**src/rtl/skein_pkg.sv**
```systemverilog
// skein_pkg: shared widths and scanner FSM encoding for the skein512 nonce scanner
package skein_pkg;
  localparam int SKEIN_STATE_W = 512;
  localparam int SKEIN_NONCE_W = 32;
  localparam int SKEIN_DATA_W  = 96;
  typedef enum logic [1:0] {
    SCAN_IDLE  = 2'd0,
    SCAN_RUN   = 2'd1,
    SCAN_DRAIN = 2'd2,
    SCAN_DONE  = 2'd3
  } scan_state_e;
  function automatic logic scan_busy(input scan_state_e s);
    return s == SCAN_RUN || s == SCAN_DRAIN;
  endfunction
endpackage

```
**src/rtl/skein_hit_fifo.sv**
```systemverilog
// skein_hit_fifo: registered sync FIFO for golden nonces, no write-to-read bypass
// Ports: clk, rst_n (async active-low), push/din write side, pop/dout read side,
//        full/empty status. A push while full succeeds only if a pop happens the same cycle.
module skein_hit_fifo #(
  parameter int WIDTH = 32,
  parameter int DEPTH = 4
) (
  input  logic             clk,
  input  logic             rst_n,
  input  logic             push,
  input  logic [WIDTH-1:0] din,
  input  logic             pop,
  output logic [WIDTH-1:0] dout,
  output logic             full,
  output logic             empty
);
  localparam int AW = $clog2(DEPTH);
  logic [AW:0] wp_q, wp_d, rp_q, rp_d;
  logic [DEPTH-1:0][WIDTH-1:0] mem_q, mem_d;
  logic do_pop, do_push;
  // Pointers carry one extra wrap bit so full and empty are distinguishable.
  assign empty   = wp_q == rp_q;
  assign full    = wp_q[AW] != rp_q[AW] && wp_q[AW-1:0] == rp_q[AW-1:0];
  assign do_pop  = pop & ~empty;
  assign do_push = push & (~full | do_pop);
  assign dout    = mem_q[rp_q[AW-1:0]];
  always_comb begin
    mem_d = mem_q;
    if (do_push) mem_d[wp_q[AW-1:0]] = din;
    wp_d = do_push ? wp_q + 1'b1 : wp_q;
    rp_d = do_pop ? rp_q + 1'b1 : rp_q;
  end
  always_ff @(posedge clk or negedge rst_n)
    if (!rst_n) begin
      wp_q  <= '0;
      rp_q  <= '0;
      mem_q <= '0;
    end else begin
      wp_q  <= wp_d;
      rp_q  <= rp_d;
      mem_q <= mem_d;
    end
endmodule

```
**src/rtl/skein_nonce_scanner.sv**
```systemverilog
// skein_nonce_scanner: issues nonces to a pipelined skein512 core and queues hashes under target
// Ports: clk, rst_n (async active-low); start/stop control; nonce_base/nonce_end/target
//        sampled on accepted start; core_nonce/core_hash to the core; busy/done status;
//        found_valid/found_ready/found_nonce golden-nonce FIFO; found_ovf sticky drop flag.
// Build option SKEIN_SCAN_HITCNT_EN adds hit_count, a saturating count of every hit.
module skein_nonce_scanner
  import skein_pkg::*;
#(
  parameter int PIPE_LAT   = 8,
  parameter int TGT_W      = 64,
  parameter int FIFO_DEPTH = 4
) (
  input  logic                     clk,
  input  logic                     rst_n,
  input  logic                     start,
  input  logic                     stop,
  input  logic [SKEIN_NONCE_W-1:0] nonce_base,
  input  logic [SKEIN_NONCE_W-1:0] nonce_end,
  input  logic [TGT_W-1:0]         target,
  output logic [SKEIN_NONCE_W-1:0] core_nonce,
  input  logic [SKEIN_STATE_W-1:0] core_hash,
  output logic                     busy,
  output logic                     done,
  output logic                     found_valid,
  input  logic                     found_ready,
  output logic [SKEIN_NONCE_W-1:0] found_nonce,
`ifdef SKEIN_SCAN_HITCNT_EN
  output logic [31:0]              hit_count,
`endif
  output logic                     found_ovf
);
  scan_state_e state_q, state_d;
  logic [SKEIN_NONCE_W-1:0] nonce_q, nonce_d, end_q, end_d;
  logic [TGT_W-1:0] tgt_q, tgt_d;
  logic [PIPE_LAT-1:0] vld_q, vld_d;
  logic [PIPE_LAT-1:0][SKEIN_NONCE_W-1:0] pn_q, pn_d;
  logic [PIPE_LAT:0] vld_ext;
  logic [PIPE_LAT:0][SKEIN_NONCE_W-1:0] pn_ext;
  logic ovf_q, ovf_d;
  logic start_acc, hit, fifo_full, fifo_empty, found_pop, drop;
  logic unused_hash;
  assign unused_hash = ^core_hash;
  assign start_acc   = state_q == SCAN_IDLE && start;
  // Stage 0 captures the nonce being issued; the last stage lines up with its hash.
  assign vld_ext     = {vld_q, state_q == SCAN_RUN};
  assign pn_ext      = {pn_q, nonce_q};
  assign hit         = vld_q[PIPE_LAT-1] & (core_hash[SKEIN_STATE_W-1 -: TGT_W] <= tgt_q);
  assign found_pop   = found_ready & found_valid;
  assign drop        = hit & fifo_full & ~found_pop;
  assign core_nonce  = nonce_q;
  assign busy        = scan_busy(state_q);
  assign done        = state_q == SCAN_DONE;
  assign found_valid = ~fifo_empty;
  assign found_ovf   = ovf_q;
  always_comb begin
    state_d = state_q;
    nonce_d = nonce_q;
    end_d   = end_q;
    tgt_d   = tgt_q;
    case (state_q)
      SCAN_IDLE:
        if (start) begin
          state_d = SCAN_RUN;
          nonce_d = nonce_base;
          end_d   = nonce_end;
          tgt_d   = target;
        end
      SCAN_RUN:
        if (nonce_q == end_q || stop) state_d = SCAN_DRAIN;
        else nonce_d = nonce_q + 1'b1;
      SCAN_DRAIN:
        if (vld_q == '0) state_d = SCAN_DONE;
      default:
        state_d = SCAN_IDLE;
    endcase
    vld_d = vld_ext[PIPE_LAT-1:0];
    pn_d  = pn_ext[PIPE_LAT-1:0];
    ovf_d = start_acc ? 1'b0 : ovf_q | drop;
  end
  always_ff @(posedge clk or negedge rst_n)
    if (!rst_n) begin
      state_q <= SCAN_IDLE;
      nonce_q <= '0;
      end_q   <= '0;
      tgt_q   <= '0;
      vld_q   <= '0;
      pn_q    <= '0;
      ovf_q   <= 1'b0;
    end else begin
      state_q <= state_d;
      nonce_q <= nonce_d;
      end_q   <= end_d;
      tgt_q   <= tgt_d;
      vld_q   <= vld_d;
      pn_q    <= pn_d;
      ovf_q   <= ovf_d;
    end
`ifdef SKEIN_SCAN_HITCNT_EN
  logic [31:0] hit_count_q, hit_count_d;
  assign hit_count = hit_count_q;
  always_comb
    hit_count_d = start_acc ? '0 : (hit && hit_count_q != '1) ? hit_count_q + 1'b1 : hit_count_q;
  always_ff @(posedge clk or negedge rst_n)
    if (!rst_n) hit_count_q <= '0;
    else hit_count_q <= hit_count_d;
`endif
  skein_hit_fifo #(
    .WIDTH(SKEIN_NONCE_W),
    .DEPTH(FIFO_DEPTH)
  ) u_fifo (
    .clk  (clk),
    .rst_n(rst_n),
    .push (hit),
    .din  (pn_q[PIPE_LAT-1]),
    .pop  (found_pop),
    .dout (found_nonce),
    .full (fifo_full),
    .empty(fifo_empty)
  );
endmodule

```
**config.mk**
```make
export PLATFORM = sky130hd
export DESIGN_NAME = skein_nonce_scanner
export DESIGN_NICKNAME = d
export VERILOG_FILES = /design/src/rtl/skein_pkg.sv /design/src/rtl/skein_hit_fifo.sv /design/src/rtl/skein_nonce_scanner.sv
export SDC_FILE = /design/constraint.sdc
export NUM_CORES = 1
export LEC_CHECK = 0
export CAP_MARGIN = 20
export CORE_AREA = 5 5 272 274
export DETAILED_ROUTE_END_ITERATION = 10
export DIE_AREA = 0 0 277 279
export GPL_TIMING_DRIVEN = 0
export PLACE_DENSITY = 0.68
export SLEW_MARGIN = 20
export SYNTH_ARGS = -nofsm -noshare
export SYNTH_HDL_FRONTEND = slang
export SYNTH_SLANG_ARGS = --single-unit
```
**constraint.sdc**
```tcl
create_clock -name clk -period 2.8 [get_ports clk]
set_input_delay 0.28 -clock clk [delete_from_list [all_inputs] [get_ports clk]]
set_output_delay 0.28 -clock clk [all_outputs]
set_load 0.03 [all_outputs]
```
==> flow_summary.yaml, run 1 <==
detailed_routing:
  num_vias: 12400
  ant_nets: 0
  viasPerCell: 4.50
  remaining_drc_errors: 0
  wire_per_inst_um: 21.1
  totalWireLength_um: 58300
  drtIter0Drc: 709
  firstDrtPassIters: 5
worst_setup_path:
  rrSetupSlack_ns: -0.20
  cpPeakStageDelay_ns: 0.45
  cp.arrival_ns: 3.50
  critPathCaptureType: "flop"
  path_class: "reg2reg"
  reg2reg_depth: 11
  critPathTopFamily: "compound AO/OA/AOI/OAI gates"
  cp_slowest_cell: "and4b_4"
  crit_chain: "inv_4 -> ha_4 -> a21oi_2 -> nand2_1 -> a22o_1 -> o41ai_2 -> and4b_4 -> o2111ai_4 -> buf_12 -> clkbuf_16 -> mux2_1"
  r2r-start: "tgt_q[46]$_DFFE_PN0P_"
  critPathRequiredTime_ns: 3.30
  cp_num_buf_inv: 3
  cp_max_fo: 8
  startpoint_type: "flop"
  reg2reg_to: "u_fifo.mem_q[13]$_DFFE_PN0P_"
sta:
  rsz0062_at_grt: "yes"
  fin_crit_sh_pct: 107
  worst_pin_slew_ns: 0.858
  setup_viol: 127
  clock_skew_ns: 0.0482
  holdWs_ns: 0.198
  relSlewSlack_pct: 42.8
  finalWorstSetupSlack_ns: -0.201
  finalMaxSlewViolations: 0
  fmax_ghz: 0.333
  finalCriticalPeriod_ns: 3.00
  hold_viol: 0
pwr:
  power_density_nw_per_um2: 1220
  p_leak_nw: 12.5
  intPower_w: 0.0226
  power.switching_w: 0.0117
  seqPwrFrac_pct: 39.9
  combPwrFrac_pct: 37.2
  pwr-share-clk_pct: 22.9
  ir_worst_vdd_v: 0.000661
  netSwitchingFraction_pct: 34.1
synthesis:
  netlist_area_sq_um: 20700
  synthAdderAreaFrac_pct: 4.47
  ys_ff_latch: 529
  ys.flop_type: "dfrtp_1"
  async_reset_ff_share_pct: 100
  seq_area_frac_synth_pct: 64.0
  yosys_warnings: 0
  muxShareOfSynthArea_pct: 16.5
  netlist_instances: 1377
  ys_top_cells_by_area: "dfrtp_1 64%, mux2_2 10%, ha_1 4.5%, mux4_2 3.5%, mux2_4 2.1%"
  synth_area_per_cell_sq_um: 15.0
  synth_simple_gate_area_share_pct: 4.21
  synth_top_area_share_pct: 64.0
  synth_compound_area_share_pct: 5.19
  synth-xor-area-share_pct: 1.65
  synth_top_family_by_area: "multiplexers"
  netlist.top_cell.by_area: "dfrtp_1"
  synth_edf_count: 0
  synthesis.nets: 2096
  synth_cell_types: 57
global_route:
  gr-max-usage-layer: "met2"
  gr-usage-met2_pct: 23.8
  use_met1_pct: 17.4
  gr-usage-met3_pct: 7.42
  grt_pass1_wl_um: 86400
  grt_remaining_overflow: 0
  grt_pass1_vias: 13400
  antenna_found_initial: 33
  globalRouteTotalUtil_pct: 14.6
  grt_max_degree: 106
clocking:
  clk_path_buf_depth: 3
  htreeDepth: 2
  clockRootBuffer: "clkbuf_16"
  cts_tree: "yes"
  clk_latency_ns: 0.63
  cts_sinks: 529
  path_clk_slew_ns: 0.06
  numCtsBuffers: 58
placed_design:
  dp_cells: 2596
  place_area_sq_um: 24700
  dp_hpwl_um: 42600
  gp_congestion: 0.932
  io_buffers: 264
run_status:
  violations: "negative setup slack"
  status: "finished, violations left"
floorplanning:
  die_area_sq_um: 77300
  start_util_pct: 29.1
  ioPinCount: 713
  coreArea_sq_um: 71100
  die_x_um: 277
  std_cell_rows: 98
  die_h_um: 279
finish:
  fillers: 6588
  drive_gt1_share_pct: 29.0
  layout_commonest_cell: "dfrtp_1"
  regArea_sq_um: 13200
  final_cell_mix: "525 x dfrtp_1, 234 x clkdlybuf4s50_1, 125 x mux2_4, 100 x mux2_2, 66 x clkbuf_16"
  final_nets: 2466
  syn_to_final_growth_pct: 35.8
  fin_area_sq_um: 28100
  multiInputGateArea_sq_um: 7280
  stdcell_count: 2760
hold_path:
  hold_class: "in2async"
flow_run:
  maxCapViolations: 0
-- repair_timing --
item                                   CTS  global route
endpoints found under the hold margin   76             0
setup endpoints to repair              205           213
resized for setup                      178            70
pin swaps                               15            22
hold buffers                             1             0
cloned                                   4             8
setup buffers                           20            12
-- synth_stat cells (all sizes together), types with 5 or more instances --
library cell,instances
nor4,10
clkbuf,28
buf,60
nand2,33
and3,5
inv,74
xnor2,39
mux4,32
nor2b,5
nand4,31
nor2,43
o21ai,13
dfrtp,529
a21oi,56
nand3,24
a41oi,8
o22a,28
a21o,5
a31oi,10
mux2,226
ha,74
-- worst max path at each step --
stage                          start                            end  slack, ns  depth (start not counted)
2_1_floorplan  tgt_q[62]$_DFFE_PN0P_  u_fifo.mem_q[100]$_DFFE_PN0P_       0.15                         11
3_3_place_gp                   rst_n          tgt_q[37]$_DFFE_PN0P_     -21.55                          1
3_5_place_dp          core_hash[463]  u_fifo.mem_q[124]$_DFFE_PN0P_      -1.73                         10
4_1_cts        tgt_q[51]$_DFFE_PN0P_   u_fifo.mem_q[68]$_DFFE_PN0P_      -0.30                         13
5_1_grt        tgt_q[39]$_DFFE_PN0P_   u_fifo.mem_q[18]$_DFFE_PN0P_      -0.28                         11
6_report       tgt_q[46]$_DFFE_PN0P_   u_fifo.mem_q[13]$_DFFE_PN0P_      -0.20                         11
-- power by group through the flow --
| stage | combinational (W) | sequential, W | clock, W |
|---|---|---|---|
| CTS | 0.0124 | 0.0136 | 0.00811 |
| floorplan | 0.00802 | 0.0128 | 0 |
| detailed placement | 0.0118 | 0.0137 | 0 |
| global route | 0.0137 | 0.0142 | 0.00844 |
| global placement | 0.0116 | 0.0136 | 0 |
| finish | 0.0128 | 0.0137 | 0.00787 |
-- per-stage QoR --
| step | TNS (ns) | util [%] | setup WS (ns) | power (W) |
|---|---|---|---|---|
| after floorplan | 0 | - | 0.148 | 0.0208 |
| after global placement | - | 34.5 | -21.55 | 0.0252 |
| after detailed placement | -235.57 | 34.7 | -1.73 | 0.0255 |
| after CTS | -33.95 | 38.7 | -0.297 | 0.0341 |
| after global routing | -29.09 | 39.5 | -0.278 | 0.0363 |
| final | -18.30 | 39.5 | -0.201 | 0.0343 |
-- final cells by class --
type	instances	area share (%)
Buffer	84	2.40
Tap cell	950	4.23
Sequential cell	529	47.1
Inverter	74	0.997
Clock inverter	28	1.30
Multi-Input combinational cell	686	25.9
Timing Repair Buffer	314	12.1
Antenna cell	16	0.142
Clock buffer	79	5.80
-- state kept, by name, summed over array words and instances (netlist names) --
name          cells
pn_d            224
u_fifo.mem_q    128
tgt_q            64
core_nonce       32
end_q            32
pn_ext           32
vld_q             8
u_fifo.rp_q       3
u_fifo.wp_q       3
state_q           2
found_ovf         1
-- routing by layer --
layer	routed length [um]	share of wire, %
met5	193	0.33
met4	1310	2.2
met3	6440	11
met2	27300	47
met1	23100	40
-- kinds of logic (layout without fill, tap and decap cells) --
| family | after synthesis | count (layout) |
|---|---|---|
| compound gates | 149 | 149 |
| xor+xnor | 39 | 39 |
| fa+ha+maj | 74 | 74 |
| buf+inv | 162 | 579 |
| flops | 529 | 529 |
| mux | 261 | 261 |
| other cells | 0 | 16 |
| simple gates | 163 | 163 |
Power figures use the tool's default switching activity.
==> inputs of run 2 (changes only) <==
--- a/config.mk
+++ b/config.mk
@@ -5,12 +5,13 @@
 export SDC_FILE = /design/constraint.sdc
 export NUM_CORES = 1
 export LEC_CHECK = 0
+export ABC_AREA = 1
 export CAP_MARGIN = 20
-export CORE_AREA = 5 5 272 274
+export CORE_AREA = 5 5 276 278
 export DETAILED_ROUTE_END_ITERATION = 10
-export DIE_AREA = 0 0 277 279
+export DIE_AREA = 0 0 281 283
 export GPL_TIMING_DRIVEN = 0
-export PLACE_DENSITY = 0.68
+export PLACE_DENSITY = 0.67
 export SLEW_MARGIN = 20
 export SYNTH_ARGS = -nofsm -noshare
 export SYNTH_HDL_FRONTEND = slang
==> flow_summary.yaml, run 2 <==
run_status:
  status: "finished, final reports clean"
detailed_routing:
  firstDrtPassIters: 5
  wire_per_inst_um: 19.4
  drtIter0Drc: 1307
  viasPerCell: 4.64
  num_vias: 16100
  remaining_drc_errors: 0
  totalWireLength_um: 67200
  ant_nets: 0
floorplanning:
  die_area_sq_um: 79500
  die_h_um: 283
  ioPinCount: 713
  std_cell_rows: 100
  coreArea_sq_um: 73700
  die_x_um: 281
  start_util_pct: 28.8
finish:
  syn_to_final_growth_pct: 30.2
  fillers: 7208
  largest_register_ffs: 224
  drive_gt1_share_pct: 11.0
  final_cell_mix: "573 x nand2_1, 527 x dfrtp_1, 231 x clkdlybuf4s50_1, 160 x o21ai_0, 145 x nand4_1"
  final_nets: 3154
  layout_commonest_cell: "nand2_1"
synthesis:
  ys_top_cells_by_area: "dfrtp_1 62%, nand2_1 10%, ha_1 4.4%, nand4_1 4.3%, o21ai_0 3.8%"
  synthesis.nets: 2815
  synth_edf_count: 0
  seq_area_frac_synth_pct: 62.3
  netlist_instances: 2096
  yosys_warnings: 0
  ys.flop_type: "dfrtp_1"
  async_reset_ff_share_pct: 100
  synth_most_common_cell: "nand2_1"
  yosys-top-cells-count: "577 x nand2_1, 529 x dfrtp_1, 162 x o21ai_0, 145 x nand4_1, 124 x nor2_1"
  synth_top_area_share_pct: 62.3
  ys_ff_latch: 529
  netlist_area_sq_um: 21200
  synth_cell_types: 39
  netlist.top_cell.by_area: "dfrtp_1"
  synth_area_per_cell_sq_um: 10.1
flow_run:
  maxCapViolations: 0
worst_setup_path:
  critPathRequiredTime_ns: 2.52
  path_class: "reg2out"
  worstSetupStartpoint: "u_fifo.rp_q[0]$_DFFE_PN0P_"
  cp.arrival_ns: 2.39
  cp_max_fo: 10
  r2r-start: "core_nonce[4]$_DFFE_PN0P_"
  reg2reg_to: "core_nonce[12]$_DFFE_PN0P_"
  startpoint_type: "flop"
  rrSetupSlack_ns: 0.13
  critPathCaptureType: "primary output"
  reg2reg_depth: 10
sta:
  relSlewSlack_pct: 38.4
  finalCriticalPeriod_ns: 2.67
  finalWorstSetupSlack_ns: 0.125
  fin_crit_sh_pct: 95.5
  clock_skew_ns: 0.0327
  finalSetupTns_ns: 0
  worst_pin_slew_ns: 0.924
  setup_viol: 0
  hold_viol: 0
  fmax_ghz: 0.374
  finalMaxSlewViolations: 0
pwr:
  seqPwrFrac_pct: 39.9
  power_density_nw_per_um2: 1180
  p_leak_nw: 13.1
  netSwitchingFraction_pct: 38.1
  ir_worst_vdd_v: 0.000689
  p_total_w: 0.0327
  combPwrFrac_pct: 35.1
  power.switching_w: 0.0124
  intPower_w: 0.0203
  pwr-share-clk_pct: 25.0
global_route:
  antenna_found_initial: 22
  grt_remaining_overflow: 0
  grt_max_degree: 98
  globalRouteTotalUtil_pct: 16.6
  grt_pass1_wl_um: 102000
  grt_pass1_vias: 16500
hold_path:
  hold_class: "in2async"
placed_design:
  io_buffers: 264
  gp_congestion: 0.943
  dp_hpwl_um: 50600
  dp_slack_ns: -1.14
clocking:
  clk_latency_ns: 0.61
  clk_path_buf_depth: 3
  htreeDepth: 2
  path_clk_slew_ns: 0.06
  numCtsBuffers: 55
  cts_sinks: 529
  cts_tree: "yes"
  clockRootBuffer: "clkbuf_16"
==> run 2: timing repair <==
action | 4_1_cts | 5_1_grt
pin swaps | 5 | 7
gates cloned | 0 | 2
hold endpoints to repair | 71 | 0
buffers inserted | 4 | 6
hold buffers | 1 | 0
resized for setup | 151 | 99
endpoints found under the setup margin | 165 | 256
==> run 2: power groups by stage <==
stage / logic, W / clock network (W) / registers [W]
after floorplan: 0.00724 / 0 / 0.0123
after global placement: 0.0112 / 0 / 0.0131
after detailed placement: 0.0113 / 0 / 0.0131
after CTS: 0.0114 / 0.00837 / 0.0130
after global routing: 0.0127 / 0.00868 / 0.0135
final: 0.0115 / 0.00818 / 0.0131
==> run 2: layout make-up <==
class / count / area [sq um] / area share, %
flip-flops and latches: 529 / 13200 / 47.9
multi-input cells: 1310 / 7020 / 25.4
repair buffers: 282 / 2840 / 10.3
clock buffers: 66 / 1470 / 5.31
well taps: 969 / 1210 / 4.38
plain buffers: 140 / 830 / 3.00
clock inverters: 34 / 579 / 2.09
inverters: 117 / 439 / 1.59
diodes: 12 / 30.0 / 0.109
==> run 2: critical path, stage by stage (launching register included) <==
cell             delay [ns]
dfrtp_1                0.41
clkbuf_4               0.21
inv_1                  0.08
buf_2                  0.22
buf_4                  0.24
nor2_1                 0.06
o22ai_1                0.24
clkdlybuf4s18_2        0.35
==> run 2: logic make-up (layout without fill, tap and decap cells) <==
family          after synthesis  after routing  synth area share (%)
other cells                   0             12                     0
simple gates                912            912                  18.4
flops                       529            529                  62.3
fa+ha+maj                    74             74                  4.36
mux                          21             21                 0.989
xor+xnor                     52             52                  2.14
buf+inv                     257            639                  5.48
compound gates              251            251                  6.29
==> run 2: layer usage <==
layer	vias to the layer above	part of all wire, %	track usage [%]	wire length [um]
met2	623	47	27.2	31400
met1	7724	40	20.6	26600
met4	20	4.0	5.94	2690
li1	7565	-	-	-
met5	-	0.18	0	118
met3	132	9.5	5.66	6360
==> run 2: worst max-delay path by stage <==
| stage | endpoint | slack, ns | cells past startpoint |
|---|---|---|---|
| final | found_nonce[27] | 0.13 | 7 |
| after global routing | u_fifo.mem_q[13]$_DFFE_PN0P_ | -0.02 | 14 |
| after CTS | found_nonce[20] | -0.03 | 7 |
| after detailed placement | u_fifo.mem_q[13]$_DFFE_PN0P_ | -1.14 | 12 |
| after global placement | tgt_q[38]$_DFFE_PN0P_ | -21.77 | 1 |
| after floorplan | found_nonce[22] | 0.75 | 6 |
==> run 2: stage by stage <==
step / hold WS, ns / area (sq um) / utilization [%] / cells
2_1_floorplan: -0.0156 / 21200 / - / 2096
3_3_place_gp: 0.332 / 25100 / 34.1 / 3329
3_5_place_dp: 0.283 / 25200 / 34.3 / 3334
4_1_cts: 0.172 / 27500 / 37.3 / 3439
5_1_grt: 0.219 / 27600 / 37.5 / 3448
6_report: 0.207 / 27700 / 37.5 / 3459
